**src/rtl/ins_seq_ctrl_pkg.sv**
```systemverilog
// Shared definitions for the RV32I multi-cycle sequencer: opcodes, FSM states,
// trap causes and the registered strobe bundle.
package ins_seq_ctrl_pkg;

   localparam int unsigned XLEN     = 32;
   localparam int unsigned OPC_W    = 7;
   localparam int unsigned RIDX_W   = 5;
   localparam int unsigned CAUSE_W  = 2;

   localparam logic [OPC_W-1:0] OP_R      = 7'b0110011;
   localparam logic [OPC_W-1:0] OP_I_COMP = 7'b0010011;
   localparam logic [OPC_W-1:0] OP_LD     = 7'b0000011;
   localparam logic [OPC_W-1:0] OP_S      = 7'b0100011;
   localparam logic [OPC_W-1:0] OP_B      = 7'b1100011;
   localparam logic [OPC_W-1:0] OP_JAL    = 7'b1101111;
   localparam logic [OPC_W-1:0] OP_JALR   = 7'b1100111;

   typedef enum logic [2:0] {
      ST_IDLE   = 3'd0,
      ST_FETCH  = 3'd1,
      ST_DECODE = 3'd2,
      ST_MEM    = 3'd3,
      ST_EXEC   = 3'd4,
      ST_WB     = 3'd5,
      ST_TRAP   = 3'd6
   } seq_state_e;

   typedef enum logic [CAUSE_W-1:0] {
      TRAP_NONE    = 2'd0,
      TRAP_ILLEGAL = 2'd1,
      TRAP_IMEM_TO = 2'd2,
      TRAP_DMEM_TO = 2'd3
   } trap_cause_e;

   typedef struct packed {
      logic imem_req;
      logic ins_latch;
      logic dmem_req;
      logic exec_op;
      logic rf_we;
      logic dmem_we;
      logic halted;
   } seq_strobe_t;

   function automatic logic is_legal_op(input logic [OPC_W-1:0] op);
      case (op)
         OP_R, OP_I_COMP, OP_LD, OP_S, OP_B, OP_JAL, OP_JALR: is_legal_op = 1'b1;
         default:                                             is_legal_op = 1'b0;
      endcase
   endfunction

   function automatic logic is_mem_op(input logic [OPC_W-1:0] op);
      is_mem_op = (op == OP_LD) || (op == OP_S);
   endfunction

endpackage

```
**src/rtl/ins_seq_timeout.sv**
```systemverilog
// Loadable down-counter guarding a memory handshake; expired_c flags the last
// permitted wait cycle so an ack arriving in that same cycle can still win.
module ins_seq_timeout #(
   parameter int unsigned LIMIT = 16
) (
   input  logic clk,
   input  logic rst_n,
   input  logic load,
   input  logic en,
   output logic expired_c
);

   localparam int unsigned CNT_W = (LIMIT > 1) ? $clog2(LIMIT) : 1;
   localparam logic [CNT_W-1:0] LOAD_VAL = CNT_W'(LIMIT - 1);

   logic [CNT_W-1:0] cnt_q;

   // Loaded on entry to the wait state; counts down once per waiting cycle.
   always_ff @(posedge clk or negedge rst_n) begin
      if (!rst_n) begin
         cnt_q <= '0;
      end else if (load) begin
         cnt_q <= LOAD_VAL;
      end else if (en && (cnt_q != '0)) begin
         cnt_q <= cnt_q - CNT_W'(1);
      end
   end

   assign expired_c = en && (cnt_q == '0);

endmodule

```
**src/rtl/ins_seq_ctrl.sv**
```systemverilog
// Multi-cycle instruction sequencer: fetch, decode, memory read, execute strobe
// and write-back commit, one instruction at a time; owns the PC and retire count.
module ins_seq_ctrl
   import ins_seq_ctrl_pkg::*;
#(
   parameter logic [31:0] RESET_PC    = 32'h0000_0000,
   parameter int unsigned ACK_TIMEOUT = 16
) (
   input  logic                sys_clk,
   input  logic                sys_rst_n,
   input  logic                run,
   output logic                imem_req,
   output logic [XLEN-1:0]     imem_addr,
   input  logic                imem_ack,
   output logic                ins_latch,
   input  logic [OPC_W-1:0]    ins_dec_op,
   input  logic [XLEN-1:0]     reg_rs1_val,
   input  logic [XLEN-1:0]     imm_ext_ext,
   output logic                dmem_req,
   output logic [XLEN-1:0]     dmem_addr,
   input  logic                dmem_ack,
   output logic                exec_op,
   input  logic                x_reg_w_op,
   input  logic [RIDX_W-1:0]   x_reg_w_idx,
   input  logic                x_mem_w_op,
   input  logic                x_pc_w_op,
   input  logic [XLEN-1:0]     x_pc_w_val,
   output logic                rf_we,
   output logic                dmem_we,
   output logic [XLEN-1:0]     pc,
   output logic                halted,
   output logic [CAUSE_W-1:0]  trap_cause,
   output logic [XLEN-1:0]     retired
);

   seq_state_e  state_q, state_n;
   trap_cause_e cause_q, cause_n;
   seq_strobe_t strobe_q, strobe_n;

   logic [XLEN-1:0] pc_q;
   logic [XLEN-1:0] retired_q;
   logic [XLEN-1:0] dmem_addr_q;

   logic imem_load_c;
   logic dmem_load_c;
   logic imem_expired_c;
   logic dmem_expired_c;

   ins_seq_timeout #(.LIMIT(ACK_TIMEOUT)) u_imem_timeout (
      .clk       (sys_clk),
      .rst_n     (sys_rst_n),
      .load      (imem_load_c),
      .en        (state_q == ST_FETCH),
      .expired_c (imem_expired_c)
   );

   ins_seq_timeout #(.LIMIT(ACK_TIMEOUT)) u_dmem_timeout (
      .clk       (sys_clk),
      .rst_n     (sys_rst_n),
      .load      (dmem_load_c),
      .en        (state_q == ST_MEM),
      .expired_c (dmem_expired_c)
   );

   // Next-state, trap cause and next-cycle strobes; ack is checked before expiry.
   always_comb begin
      state_n     = state_q;
      cause_n     = cause_q;
      strobe_n    = '0;
      imem_load_c = 1'b0;
      dmem_load_c = 1'b0;

      case (state_q)
         ST_IDLE: begin
            if (run) state_n = ST_FETCH;
         end
         ST_FETCH: begin
            if (imem_ack) begin
               state_n = ST_DECODE;
            end else if (imem_expired_c) begin
               state_n = ST_TRAP;
               cause_n = TRAP_IMEM_TO;
            end
         end
         ST_DECODE: begin
            if (!is_legal_op(ins_dec_op)) begin
               state_n = ST_TRAP;
               cause_n = TRAP_ILLEGAL;
            end else if (is_mem_op(ins_dec_op)) begin
               state_n = ST_MEM;
            end else begin
               state_n = ST_EXEC;
            end
         end
         ST_MEM: begin
            if (dmem_ack) begin
               state_n = ST_EXEC;
            end else if (dmem_expired_c) begin
               state_n = ST_TRAP;
               cause_n = TRAP_DMEM_TO;
            end
         end
         ST_EXEC: begin
            state_n = ST_WB;
         end
         ST_WB: begin
            state_n = run ? ST_FETCH : ST_IDLE;
         end
         ST_TRAP: begin
            state_n = ST_TRAP;
         end
         default: begin
            state_n = ST_IDLE;
         end
      endcase

      imem_load_c = (state_n == ST_FETCH) && (state_q != ST_FETCH);
      dmem_load_c = (state_n == ST_MEM) && (state_q != ST_MEM);

      strobe_n.imem_req  = (state_n == ST_FETCH);
      strobe_n.ins_latch = (state_q == ST_FETCH) && (state_n == ST_DECODE);
      strobe_n.dmem_req  = (state_n == ST_MEM);
      strobe_n.exec_op   = (state_n == ST_EXEC);
      // Execute unit results are stable from the negedge of the EXEC cycle.
      strobe_n.rf_we     = (state_n == ST_WB) && x_reg_w_op && (x_reg_w_idx != RIDX_W'(0));
      strobe_n.dmem_we   = (state_n == ST_WB) && x_mem_w_op;
      strobe_n.halted    = (state_n == ST_TRAP);
   end

   always_ff @(posedge sys_clk or negedge sys_rst_n) begin
      if (!sys_rst_n) begin
         state_q     <= ST_IDLE;
         cause_q     <= TRAP_NONE;
         strobe_q    <= '0;
         pc_q        <= RESET_PC;
         retired_q   <= '0;
         dmem_addr_q <= '0;
      end else begin
         state_q  <= state_n;
         cause_q  <= cause_n;
         strobe_q <= strobe_n;
         if ((state_q == ST_DECODE) && (state_n == ST_MEM)) begin
            dmem_addr_q <= reg_rs1_val + imm_ext_ext;
         end
         // Architectural commit happens only on leaving WB.
         if (state_q == ST_WB) begin
            pc_q      <= x_pc_w_op ? x_pc_w_val : pc_q + XLEN'(4);
            retired_q <= retired_q + XLEN'(1);
         end
      end
   end

   assign imem_req   = strobe_q.imem_req;
   assign ins_latch  = strobe_q.ins_latch;
   assign dmem_req   = strobe_q.dmem_req;
   assign exec_op    = strobe_q.exec_op;
   assign rf_we      = strobe_q.rf_we;
   assign dmem_we    = strobe_q.dmem_we;
   assign halted     = strobe_q.halted;
   assign trap_cause = CAUSE_W'(cause_q);
   assign pc         = pc_q;
   assign imem_addr  = pc_q;
   assign dmem_addr  = dmem_addr_q;
   assign retired    = retired_q;

endmodule

```
**config.mk**
```make
export PLATFORM = sky130hd
export DESIGN_NAME = ins_seq_ctrl
export DESIGN_NICKNAME = d
export VERILOG_FILES = /design/src/rtl/ins_seq_ctrl_pkg.sv /design/src/rtl/ins_seq_timeout.sv /design/src/rtl/ins_seq_ctrl.sv
export SDC_FILE = /design/constraint.sdc
export NUM_CORES = 1
export LEC_CHECK = 0
export BUFFER_PORTS_ARGS = -buffer_cell sky130_fd_sc_hd__buf_2
export CAP_MARGIN = 20
export CORE_MARGIN = 2
export CORE_UTILIZATION = 35
export DETAILED_ROUTE_END_ITERATION = 10
export PLACE_DENSITY = 0.69
export SLEW_MARGIN = 40
export SYNTH_ARGS = -nofsm -noshare
export SYNTH_HDL_FRONTEND = slang
export SYNTH_SLANG_ARGS = --single-unit
export TNS_END_PERCENT = 10
```
**constraint.sdc**
```tcl
create_clock -name sys_clk -period 2.6 [get_ports sys_clk]
set_input_delay 0 -clock sys_clk [delete_from_list [all_inputs] [get_ports sys_clk]]
set_output_delay 0 -clock sys_clk [all_outputs]
set_load 0.1 [all_outputs]
```
Yosys cells after proc, flatten, opt, wreduce, memory -nomap -nowiden
Index checks and enable logic that the tools add are counted.
{"block": "word_totals", "output_inout_bits": 137, "ff_bits": 116, "inputBits": 116}
{"block": "op_classes", "muxes": 22, "eq_ne": 26, "add_sub_neg": 5, "reduce_logical": 23}
{"cell": "$add 32x1->32 const B", "count": 1}
{"cell": "$add 32x3->32 const B", "count": 1}
{"cell": "$add 32x32->32", "count": 1}
{"cell": "$mux 32", "count": 1}
{"cell": "$eq 7x7->1 const B", "count": 3}
{"cell": "$mux 3", "count": 7}
{"cell": "$pmux 3 s7", "count": 1}
{"cell": "$eq 3x3->1 const B", "count": 6}
{"cell": "$mux 4", "count": 4}
{"cell": "$eq 7x6->1 const B", "count": 2}
{"cell": "$eq 3x2->1 const B", "count": 4}
{"cell": "$logic_and 1x1->1", "count": 11}
{"cell": "$mux 2", "count": 5}
{"cell": "$ne 2x2->1 const B", "count": 5}
{"cell": "$logic_not 4->1", "count": 2}
{"cell": "$reduce_bool 4->1", "count": 2}
{"cell": "$sub 4x1->4 const B", "count": 2}
{"cell": "$eq 7x2->1 const B", "count": 1}
{"cell": "$eq 7x5->1 const B", "count": 1}
{"cell": "$reduce_or 7->1", "count": 1}
{"cell": "$eq 3x1->1 const B", "count": 2}
{"cell": "$pmux 2 s3", "count": 1}
{"cell": "$reduce_and 6->1", "count": 1}
{"cell": "$reduce_bool 5->1", "count": 1}
{"cell": "other kinds (7)", "count": 10}

Depth between registers and ports, before layout
{"block": "logic_depth", "ltp_word": 9, "depth_mapped": 12}

Hierarchy
Synthesis repeated with hierarchy kept, for this count alone.
{"block": "unflattened", "hier_cells": 834, "hier_area_um2": 7268.2}
{"mod": "ins_seq_ctrl", "area_each_um2": 6822.8, "n_inst": 1, "seq_area_each_um2": 2702.6, "cells_each": 790}
{"mod": "ins_seq_timeout", "area_each_um2": 222.7, "n_inst": 2, "seq_area_each_um2": 100.1, "cells_each": 22}

Worst setup path after synthesis
No wires, ideal clock.
{"block": "synth_timing", "path_kind": "register -> register", "from": "register pc_q[2], in the netlist imem_addr[2]", "to": "register pc_q[26], in the netlist imem_addr[26]", "n_path_buf": 1, "stages_incl_launch_ff": 12, "required_time_ns": 2.520, "synth_period_minus_slack_ns": 2.904, "t_arrival_ns": 2.824, "slack_ns": -0.304, "path_cell_list": "dfrtp_1 > ha_1 > and3_1 > and3_1 > buf_2 > nand3_1 > nor2_1 > nand2_1 > nor2_1 > nand3_1 > a21oi_1 > a2bb2oi_1"}
{"block": "synth_via", "elab_chain_cells": 2}
{"element": "start, declared", "line_no": "ins_seq_ctrl.sv:40", "rtl": "logic [XLEN-1:0] pc_q;"}
{"element": "start signal, assigned", "line_no": "ins_seq_ctrl.sv:147", "rtl": "pc_q <= x_pc_w_op ? x_pc_w_val : pc_q + XLEN'(4);"}
{"element": "$add 32x3->32", "line_no": "ins_seq_ctrl.sv:147"}
{"element": "$mux 32", "line_no": "ins_seq_ctrl.sv:147"}
No other way between the ends.
A chain may end at the register's enable or synchronous reset.

Final worst setup path
{"block": "layout_timing", "from": "input imm_ext_ext[0]", "to": "register dmem_addr_q[28], in the netlist dmem_addr[28]"}
{"block": "layout_via", "elab_chain_cells": 1}
{"element": "start, declared", "line_no": "ins_seq_ctrl.sv:18", "rtl": "input logic [XLEN-1:0] imm_ext_ext,"}
{"element": "$add 32x32->32", "line_no": "ins_seq_ctrl.sv:143", "rtl": "dmem_addr_q <= reg_rs1_val + imm_ext_ext;"}
{"element": "end signal, assigned", "line_no": "ins_seq_ctrl.sv:143"}
{"element": "end, declared", "line_no": "ins_seq_ctrl.sv:42", "rtl": "logic [XLEN-1:0] dmem_addr_q;"}
No other way between the ends.

==> impl_metrics.csv <==
group,metric,value,unit
placement,port_buffers,252,
sta,fmax,395.9,MHz
layout,insertedDiodeCount,0,
sta,finalMaxSlewViolations,0,
global_routing,grtUsageMet3,0.04848,
hold_path,hp-class,"in2reg",
power_and_ir_drop,p_leak,4.821,nW
critical_path,r2r_cells,10,
critical_path,crit_path_start_kind,"input pin",
critical_path,crit_fanout,4,
critical_path,worst-setup-path-type,"in2reg",
layout,layout_commonest_cell,"buf_2",
hold_path,hold_depth,4,
route,drt-wirelength-per-cell,14.75,um
critical_path,end_kind,"register",
clock_network,h-tree-depth,4,
logic_synthesis,ys_warn_count,0,
route,ant_nets,0,
global_routing,grt_pass1_vias,6733,
sta,period_needed,2.526,ns
route,drt_first_iter_violations,268,
logic_synthesis,synth.distinct_cells,79,
logic_synthesis,synthCells,849,
placement,gp_congestion,0.8727,
sta,hold_viol_final,0,
critical_path,cp.required,2.90,ns
layout,drive_gt1_frac,0.3084,
critical_path,r2r_end,"imem_addr[28]",
clock_network,cts_buffer_depth,2,
clock_network,numCtsBuffers,17,
critical_path,r2r_start,"imem_addr[2]",
placement,dp_hpwl,15.32,mm
layout,ff_latch_area,2908,um^2
power_and_ir_drop,p_per_area,1258,nW/um^2
clock_network,clk_latency,0.42,ns
placement,dp.cells,1325,
route,num_vias,7153,
hold_path,min_from,"imm_ext_ext[1]",
layout,multi_input_area,4086,um^2
floorplan,start_util,0.3544,
sta,skew,0.01049,ns
logic_synthesis,syn_avg_cell_area,8.747,um^2
critical_path,cp.arrival,2.82,ns
route,routed_wl,20.65,mm
floorplan,die_y,149.7,um
floorplan,die-area,22400,um^2
layout,fill_cells,1994,
sta,setup_viol,0,
logic_synthesis,syn_nets,1003,
logic_synthesis,synthArstFlopShare,1.000,
floorplan,core,20960,um^2
clock_network,clk_pin_slew_worst_paths,0.06,ns
clock_network,cts_root_buffer,"clkbuf_16",
logic_synthesis,synth-seq-area-share,0.3909,
global_routing,overflow,0,
logic_synthesis,ys_ff_latch,116,
logic_synthesis,synth_edf_count,0,
hold_path,hold_end,"dmem_addr[1]",
route,drc,0,
power_and_ir_drop,finalPower,12.41,mW
sta,slew_headroom,0.5929,
job,maxCapViolCount,0,
logic_synthesis,synthFlopType,"dfrtp_1",
global_routing,grt_start_max_net_pins,73,
floorplan,rows,53,
clock_network,tritoncts,"done",
logic_synthesis,syn_area,7426,um^2
sta,timing.final.ws_setup,0.07438,ns
global_routing,grt_pass1_wl,32.73,mm
power_and_ir_drop,peakVddDrop,911.6,uV
clock_network,cts_num_sinks,116,
sta,rsz0062_at_grt,"yes",
layout,final_cells,1400,
global_routing,grt_use_met2,0.3096,
sta,fin_crit_sh,0.9714,
route,via_per_inst,5.109,
global_routing,met1_usage,0.2255,
layout,final_cell_mix,"buf_2, dfrtp_1, nand2_1",
layout,synthToLayoutAreaGrowth,32.86,%
layout,fin_nets,1266,
placement,place_ws,0.1207,ns
global_routing,antenna_found_initial,0,
route,drt_first_pass_iters,5,
floorplan,fp.dieW,149.7,um
sta,tightestPinTransition,0.6106,ns
global_routing,track_usage,0.1824,
floorplan,pin_count,253,
outcome,status,"finished clean",
layout,post-route-util,0.4708,
critical_path,reg2reg_slack,0.19,ns
global_routing,grt.busiest_layer,"met2",
==> worst max-delay path, cell delays in order <==
cell and delay, ns:
dlygate4sd3_1 0.53, buf_2 0.10, ha_1 0.17, inv_1 0.06
fa_1 0.41, nor2b_1 0.17, o21ai_2 0.09, o21ai_2 0.21
a31oi_2 0.18, o211ai_1 0.31, a41oi_2 0.20, o21ai_1 0.18
xnor2_1 0.13, o21ai_1 0.07
==> sequential cells by signal, summed over array words and instances, names as in the netlist, 2 cells and up <==
signal	flops
retired	32
imem_addr	32
u_imem_timeout.cnt_q	4
dmem_addr	32
u_dmem_timeout.cnt_q	4
trap_cause	2
state_q	3
==> cells by family (layout without fill, tap and decap cells) <==
group                      count (synthesis)  count (layout)  share of synthesized area
buffers and inverters                     88             364                    0.06251
DFF                                      116             116                     0.3909
muxes                                      9               9                    0.01297
adders and majority gates                 38              38                    0.06504
xor gates and xnor gates                  63              63                    0.07532
AOI/OAI and AO/OA                        239             239                     0.1911
and+or+nand+nor                          296             296                     0.2022
==> cell usage after synthesis, drive strengths merged, types with 5 or more instances <==
cell type | count | share of area
dfrtp | 116 | 0.39
nand2 | 110 | 0.056
o21ai | 98 | 0.067
a21oi | 68 | 0.046
nor2 | 64 | 0.036
buf | 43 | 0.040
xnor2 | 41 | 0.049
ha | 37 | 0.062
nand3 | 32 | 0.024
inv | 23 | 0.012
clkbuf | 22 | 0.011
xor2 | 22 | 0.026
a21o | 17 | 0.017
nor3 | 17 | 0.012
and3 | 12 | 0.010
nand4 | 11 | 0.010
nor3b | 9 | 0.0098
a31oi | 8 | 0.0076
nor4 | 7 | 0.0079
a22oi | 6 | 0.0061
and2 | 6 | 0.0051
nor2b | 6 | 0.0051
o22ai | 6 | 0.0051
a211oi | 5 | 0.0057
mux2 | 5 | 0.0076
==> how the worst max path moves through the flow <==
stage | start | endpoint | slack (ns) | cells after the start
3_5_place_dp | reg_rs1_val[0] | dmem_addr[28] | 0.12 | 13
2_1_floorplan | retired[2] | retired[31] | -0.20 | 8
5_1_grt | imm_ext_ext[0] | dmem_addr[28] | -0.07 | 14
3_3_place_gp | reg_rs1_val[0] | dmem_addr[28] | 0.20 | 13
6_report | imm_ext_ext[0] | dmem_addr[28] | 0.07 | 14
4_1_cts | imm_ext_ext[0] | dmem_addr[28] | 0.06 | 14
==> per-stage QoR <==
stage	cell area (um^2)	setup TNS, ns	hold WS, ns
2_1_floorplan	7431	-0.6453	-0.2956
3_5_place_dp	8791	0	-0.03241
4_1_cts	9831	0	0.04466
5_1_grt	9866	-0.06875	0.08122
6_report	9866	0	0.06392
3_3_place_gp	8791	0	-0.03092
==> layer usage <==
layer / wire (um) / vias to the layer above
met5: 0 / -
met4: 250 / 0
met3: 1624 / 19
met2: 9893 / 267
met1: 8876 / 3359
li1: - / 3508
==> final cells by class <==
cell class | instances | share of cell area
multi-input combinational | 645 | 0.4142
sequential | 116 | 0.2947
timing repair buffer | 309 | 0.1847
clock buffer | 17 | 0.04312
tap | 275 | 0.03488
clock inverter | 15 | 0.01966
inverter | 23 | 0.008751
==> where the power goes <==
| group | switching, mW | total [mW] | internal [mW] | leakage (nW) |
|---|---|---|---|---|
| logic | 5.89 | 7.09 | 1.21 | 3.03 |
| registers | 0.556 | 2.83 | 2.27 | 1.50 |
| clock network | 0.950 | 2.48 | 1.53 | 0.293 |
| total | 7.39 | 12.4 | 5.02 | 4.82 |
==> timing repair <==
item / in CTS / in global routing
endpoints found under the setup margin: 0 / 10
resized for setup: 0 / 6
endpoints found under the hold margin: 119 / 0
hold buffers: 42 / 0
buffers inserted: 0 / 1
No activity file was read; power rests on OpenSTA's default activity.
